**config.mk**
```make
export PLATFORM = sky130hd
export DESIGN_NAME = fpnew_slice_issue_arbiter
export DESIGN_NICKNAME = d
export VERILOG_FILES = /design/src/rtl/fpnew_slice_issue_arbiter.sv
export SDC_FILE = /design/constraint.sdc
export NUM_CORES = 1
export LEC_CHECK = 0
export ABC_CLOCK_PERIOD_IN_PS = 2710
export CAP_MARGIN = 20
export CORE_AREA = 3 3 110 112
export DETAILED_ROUTE_END_ITERATION = 16
export DIE_AREA = 0 0 113 115
export DONT_BUFFER_PORTS = 1
export PLACE_DENSITY = 0.3
export SLEW_MARGIN = 20
export SYNTH_ARGS = -nofsm -noshare
export SYNTH_HDL_FRONTEND = slang
export SYNTH_SLANG_ARGS = --single-unit
```
**constraint.sdc**
```tcl
create_clock -name clk_i -period 2.71 [get_ports clk_i]
set_input_delay 0.4065 -clock clk_i [delete_from_list [all_inputs] [get_ports clk_i]]
set_output_delay 0.4065 -clock clk_i [all_outputs]
set_load 0.01 [all_outputs]
```
**src/rtl/fpnew_slice_issue_arbiter.sv**
```systemverilog
// rtl/fpnew_slice_issue_arbiter.sv - round-robin issue arbiter sharing one FP slice between requesters
// Issued owner IDs are queued so in-order slice results are steered back to their requester.
module fpnew_slice_issue_arbiter #(
    parameter int unsigned NumReq       = 2,
    parameter int unsigned PayloadWidth = 64,
    parameter int unsigned ResultWidth  = 37,
    parameter int unsigned MaxInflight  = 4,
    localparam int unsigned IdWidth     = (NumReq > 1) ? $clog2(NumReq) : 1,
    localparam int unsigned CntWidth    = $clog2(MaxInflight + 1)
) (
    input  logic                             clk_i,
    input  logic                             rst_ni,
    input  logic [NumReq-1:0]                req_valid_i,
    output logic [NumReq-1:0]                req_ready_o,
    input  logic [NumReq*PayloadWidth-1:0]   req_payload_i,
    output logic                             slc_valid_o,
    input  logic                             slc_ready_i,
    output logic [PayloadWidth-1:0]          slc_payload_o,
    input  logic                             slc_out_valid_i,
    output logic                             slc_out_ready_o,
    input  logic [ResultWidth-1:0]           slc_result_i,
    output logic [NumReq-1:0]                rsp_valid_o,
    input  logic [NumReq-1:0]                rsp_ready_i,
    output logic [ResultWidth-1:0]           rsp_result_o,
    output logic [IdWidth-1:0]               rsp_id_o,
    input  logic                             flush_i,
    output logic                             slc_flush_o,
    output logic [CntWidth-1:0]              inflight_o,
    output logic                             busy_o
);

    localparam int unsigned PtrWidth = (MaxInflight > 1) ? $clog2(MaxInflight) : 1;

    logic [IdWidth-1:0]  r_rr_ptr;
    logic                r_lock;
    logic [IdWidth-1:0]  r_lock_id;
    logic [IdWidth-1:0]  r_fifo [MaxInflight];
    logic [PtrWidth-1:0] r_wptr;
    logic [PtrWidth-1:0] r_rptr;
    logic [CntWidth-1:0] r_count;

    logic [2*NumReq-1:0] w_valid2;
    logic [NumReq-1:0]   w_rot;
    logic [IdWidth-1:0]  w_off;
    logic [IdWidth:0]    w_sum;
    logic [IdWidth-1:0]  w_grant;
    logic [IdWidth-1:0]  w_head;
    logic                w_empty;
    logic                w_full;
    logic                w_can_issue;
    logic                w_issue;
    logic                w_pop;
    logic                w_head_ready;
    logic                w_rsp_ok;

    assign w_empty     = (r_count == '0);
    assign w_full      = (r_count == CntWidth'(MaxInflight));
    // Full is judged on the registered count only, so a same-cycle pop never frees a slot.
    assign w_can_issue = rst_ni & ~w_full & ~flush_i;
    assign slc_valid_o = w_can_issue & (|req_valid_i);
    assign w_issue     = slc_valid_o & slc_ready_i;
    assign w_head      = w_empty ? '0 : r_fifo[r_rptr];
    assign w_rsp_ok    = slc_out_valid_i & ~w_empty & ~flush_i;
    assign w_pop       = slc_out_valid_i & slc_out_ready_o;

    // Rotate the valid vector so the first set bit is the offset from the RR pointer.
    always_comb begin
        w_valid2 = {req_valid_i, req_valid_i};
        w_rot    = NumReq'(w_valid2 >> r_rr_ptr);
        w_off    = '0;
        for (int i = NumReq - 1; i >= 0; i--) begin
            if (w_rot[i]) w_off = IdWidth'(i);
        end
        w_sum = {1'b0, r_rr_ptr} + {1'b0, w_off};
        if (w_sum >= (IdWidth + 1)'(NumReq)) w_sum = w_sum - (IdWidth + 1)'(NumReq);
        w_grant = r_lock ? r_lock_id : w_sum[IdWidth-1:0];
    end

    always_comb begin
        slc_payload_o = '0;
        req_ready_o   = '0;
        rsp_valid_o   = '0;
        w_head_ready  = 1'b0;
        for (int i = 0; i < NumReq; i++) begin
            if (w_grant == IdWidth'(i)) begin
                slc_payload_o  = rst_ni ? req_payload_i[i*PayloadWidth +: PayloadWidth] : '0;
                req_ready_o[i] = w_issue;
            end
            if (w_head == IdWidth'(i)) begin
                w_head_ready   = rsp_ready_i[i];
                rsp_valid_o[i] = w_rsp_ok;
            end
        end
    end

    assign slc_out_ready_o = w_head_ready & ~w_empty & ~flush_i;
    assign rsp_result_o    = rst_ni ? slc_result_i : '0;
    assign rsp_id_o        = w_head;
    assign slc_flush_o     = flush_i & rst_ni;
    assign inflight_o      = r_count;
    assign busy_o          = ~w_empty | slc_valid_o;

    always_ff @(posedge clk_i or negedge rst_ni) begin
        if (!rst_ni) begin
            r_rr_ptr  <= '0;
            r_lock    <= 1'b0;
            r_lock_id <= '0;
            r_wptr    <= '0;
            r_rptr    <= '0;
            r_count   <= '0;
            for (int i = 0; i < MaxInflight; i++) r_fifo[i] <= '0;
        end else if (flush_i) begin
            r_lock  <= 1'b0;
            r_wptr  <= '0;
            r_rptr  <= '0;
            r_count <= '0;
        end else begin
            if (w_issue) begin
                r_fifo[r_wptr] <= w_grant;
                r_wptr   <= (r_wptr == PtrWidth'(MaxInflight - 1)) ? '0 : r_wptr + 1'b1;
                r_rr_ptr <= (w_grant == IdWidth'(NumReq - 1)) ? '0 : w_grant + 1'b1;
                r_lock   <= 1'b0;
            end else if (slc_valid_o) begin
                r_lock    <= 1'b1;
                r_lock_id <= w_grant;
            end
            if (w_pop) begin
                r_rptr <= (r_rptr == PtrWidth'(MaxInflight - 1)) ? '0 : r_rptr + 1'b1;
            end
            case ({w_issue, w_pop})
                2'b10:   r_count <= r_count + 1'b1;
                2'b01:   r_count <= r_count - 1'b1;
                default: r_count <= r_count;
            endcase
        end
    end

    a_no_result_when_empty: assert property (@(posedge clk_i) disable iff (!rst_ni)
        !(slc_out_valid_i && w_empty));

endmodule

```
==> Flow_metrics.wiki <==
{| class="wikitable"
! Metric !! Value
|-
| Count of mapped cells out of synthesis || roughly 350
|-
| Kind of end point of the critical path || flop
|-
| R2R cell count || 7
|-
| Share of final-layout standard cells stronger than drive strength 1 || roughly a fifth
|-
| Clock tree root buffer cell || clkbuf_16
|-
| CTS clock-pin slew for the worst setup and hold paths || roughly 50 ps
|-
| Post-detailed-route count of antenna-violating nets || 0
|-
| Fraction of power consumed by the clock network || 21.2%
|-
| Number of sinks handled by clock tree synthesis || 14
|-
| Crit path required time || approximately 2900 ps
|-
| Final nets || ~560
|-
| Slack of the worst reg-to-reg path || between 100 and 150 ps
|-
| Via count of the first global-routing pass || between 2000 and 2500
|-
| Worst VDD drop || about 0.2 mV
|-
| Synth top cells by count || 133 x nand2_1, 64 x a21boi_0, 38 x and2_1, 27 x clkbuf_1, 14 x dfrtp_1
|-
| Startpoint of the tightest hold check path || flush_i
|-
| Portion of the post-synthesis area used by sequential elements || 16.2%
|-
| Post-Synthesis Net Count || ~520
|-
| Reported max-cap violation count || 0
|-
| Effective utilization at floorplan || about a fifth
|-
| Clock tree skew after final layout || slightly above 0.8 ps
|-
| Headroom to the max-slew limit || approximately 54%
|-
| Number of different library cells in the post-synthesis netlist || 32
|-
| Clock Path Buffers || 2
|-
| Start of the worst register-to-register path || r_rptr[0]$_DFFE_PN0P_
|-
| Wire length of the first global-routing pass || about 14000 um
|-
| Number of hold violations in the final report || 0
|-
| Number of resized instances in the post-cts repair step || 0
|-
| Top cell type by total area after synthesis || nand2_1
|-
| Largest fanout on the critical path || 2
|-
| Outcome || completed
|-
| Post-detailed-route wirelength per cell || ~20 um
|-
| Buffers on Ports || 0
|-
| Avg Cell Area, Syn || roughly 6.3 um^2
|-
| Hold Path Cell Cnt || 1
|-
| Detailed-route vias per instance || around 4.8
|-
| Combinational share of power || 59.7%
|-
| Leading cell type by number of instances after synthesis || nand2_1
|-
| Router iterations before antenna repair || 4
|-
| Number of buffers inserted during clock tree synthesis || 3
|-
| Worst min-delay path category || in2reg
|-
| Layout-stage area growth over the synthesis result || 30.6%
|-
| Part of the cycle the worst path needs || 95.1%
|-
| Count of unresolved DRC violations after routing || 0
|-
| Count of pins on the block boundary || 287
|-
| Standard cell core area || around 11000 um^2
|-
| Fraction of power spent switching nets || roughly 43%
|-
| Arrival time of the worst setup path || approximately 2700 ps
|-
| Max Fclk || 388 MHz
|-
| Std-Cell Rows || 39
|-
| Prevailing post-synth register cell || dfrtp_1
|-
| Biggest area contributors in the synthesized netlist || nand2_1 23%, a21boi_0 22%, dfrtp_1 16%, and2_1 11%, clkbuf_1 4.7%
|-
| Switching power || between 600 and 700 uW
|-
| Via count || approximately 2500
|-
| Final worst setup slack || ~130 ps
|-
| Category of the worst setup path launch point || flop
|-
| Worst reg2reg path endpoint || inflight_o[2]$_DFFE_PN0P_
|-
| Number of diodes || 0
|-
| Setup TNS || 0 ps
|-
| EDFF count, synth || 0
|-
| Sum of routed wire length over all layers || about 11000 um
|-
| Worst Max-Slew Pin Slew || around 700 ps
|-
| Filler Cells Inserted || 1300
|-
| Count of yosys warnings during synthesis || 0
|-
| Estimated wirelength of the detail-placed design || 8570 um
|-
| Initial antenna violation count || 6
|-
| RSZ-0062 raised after global routing || false
|-
| Fraction of power consumed by sequential logic || 19.1%
|-
| Power Density || slightly above 500 nW/um^2
|-
| TritonCTS clock tree || done
|-
| Category of the most critical setup path || reg2reg
|-
| Time the final worst path needs with I/O delays and setup || approximately 2600 ps
|-
| Proportion of netlist area held by the largest area contributor || roughly 23%
|-
| Pre-CTS setup slack || 70.7 ps
|-
| Chip height || ~120 um
|-
| Pin count of the biggest net entering global routing || between 100 and 150
|-
| Sum of overflow across all layers after global routing || 0
|-
| Number of H-tree levels || 1
|-
| Total global routing track utilization || between 10 and 15%
|-
| Die extent in x || between 100 and 150 um
|-
| Iteration-0 DRC Markers || 129
|-
| Total count of max-transition violations in the final report || 0
|-
| Worst min-delay path endpoint || r_wptr[1]$_DFFE_PN0N_
|-
| Final Setup Violations || 0
|-
| Area of the die || roughly 13000 um^2
|-
| Cell internal pwr || a little over 800 uW
|-
| Share of synthesized flip-flops with an asynchronous set or reset || 100%
|-
| Leakage power total || ~1.3 nW
|-
| Placer's final routability congestion estimate || between 0.7 and 0.8
|-
| Post-synthesis sequential element count || 14
|-
| Synth Cell Area || roughly 2200 um^2
|-
| Clk_lat worst skew || ~240 ps
|}
## logic make-up (layout without fill, tap and decap cells)
| group | Yosys count | after routing | share of synthesized area (%) |
|---|---|---|---|
| AND/OR/NAND/NOR | 200 | 200 | 42.1 |
| AO/OA/AOI/OAI | 86 | 86 | 28.5 |
| buffers and inverters | 32 | 71 | 5.56 |
| flip-flops | 14 | 14 | 16.2 |
| adder cells (fa/ha/maj) | 6 | 6 | 3.70 |
| multiplexers | 5 | 5 | 3.12 |
| XOR/XNOR | 2 | 2 | 0.810 |
## power by group through the flow
stage	Combinational (mW)	Clock, mW	Sequential, mW
2_1_floorplan	0.543	0	0.272
3_3_place_gp	0.844	0	0.280
3_5_place_dp	0.853	0	0.279
4_1_cts	0.862	0.315	0.276
5_1_grt	0.953	0.325	0.279
6_report	0.860	0.305	0.276
## routing by layer
layer | up-vias | share of wire (%) | track usage (%) | routed length [um]
li1 | 1209 | - | - | -
met1 | 1162 | 44 | 20.9 | 4690
met2 | 151 | 46 | 21.2 | 4880
met3 | 2 | 9.2 | 3.47 | 970
met4 | 0 | 0.32 | 1.76 | 34
met5 | - | 0 | 0 | 0
## how the worst max path moves through the flow
stage	end	startpoint	slack (ps)	cells after the start
after global placement	inflight_o[2]$_DFFE_PN0P_	r_rptr[0]$_DFFE_PN0P_	100	7
after detailed placement	inflight_o[2]$_DFFE_PN0P_	r_rptr[0]$_DFFE_PN0P_	70	7
after CTS	inflight_o[2]$_DFFE_PN0P_	r_rptr[0]$_DFFE_PN0P_	70	7
after global routing	inflight_o[2]$_DFFE_PN0P_	r_rptr[0]$_DFFE_PN0P_	20	7
final	inflight_o[2]$_DFFE_PN0P_	r_rptr[0]$_DFFE_PN0P_	130	7
after floorplan	inflight_o[2]$_DFFE_PN0P_	flush_i	10	8
## sequential cells by signal (all words and copies together) (netlist names)
register / count
r_wptr: 2
r_lock_id: 1
r_rr_ptr: 1
r_fifo: 4
r_lock: 1
inflight_o: 3
r_rptr: 2
## cell type report
type / count / area (um^2) / share of cell area [%]
Clock buffer: 4 / 88.8 / 3.15
Inverter: 5 / 18.8 / 0.665
Multi-Input combinational cell: 299 / 1710 / 60.4
Sequential cell: 14 / 350 / 12.4
Tap cell: 143 / 179 / 6.34
Timing Repair Buffer: 62 / 480 / 17.0
## cells in the final DEF, fill, tap and decap left out, types with 4 or more instances in the layout
cell,Yosys,routed
a31oi_1,5,5
inv_1,5,5
buf_4,0,60
nor3_1,4,4
a21boi_0,64,64
and2_1,38,38
nand2_1,133,133
nor2_1,13,13
o21ai_0,4,4
a21oi_1,8,8
dfrtp_1,14,14
ha_1,4,4
## metrics by stage
stage	instance area [um^2]	total power [mW]	utilization, %	hold slack, ps	cells
2_1_floorplan	2170	0.815	-	111	345
4_1_cts	2810	1.45	24.8	220	525
6_report	2820	1.44	24.9	226	527
5_1_grt	2820	1.56	24.9	224	527
3_3_place_gp	2710	1.12	23.9	113	520
3_5_place_dp	2710	1.13	23.9	113	520
## repair_timing
action	in CTS	in global routing
endpoints found under the setup margin	0	1
endpoints found under the hold margin	14	0
hold buffers	1	0
setup buffers	0	2
## worst max-delay path, stage by stage (launching register included)
cell and delay [ps]:
dfrtp_1 360, mux4_2 540, mux2i_2 230, nor3_1 100
fa_2 350, or4_4 530, or3_1 330, o211ai_2 60
Power figures use the tool's default switching activity.
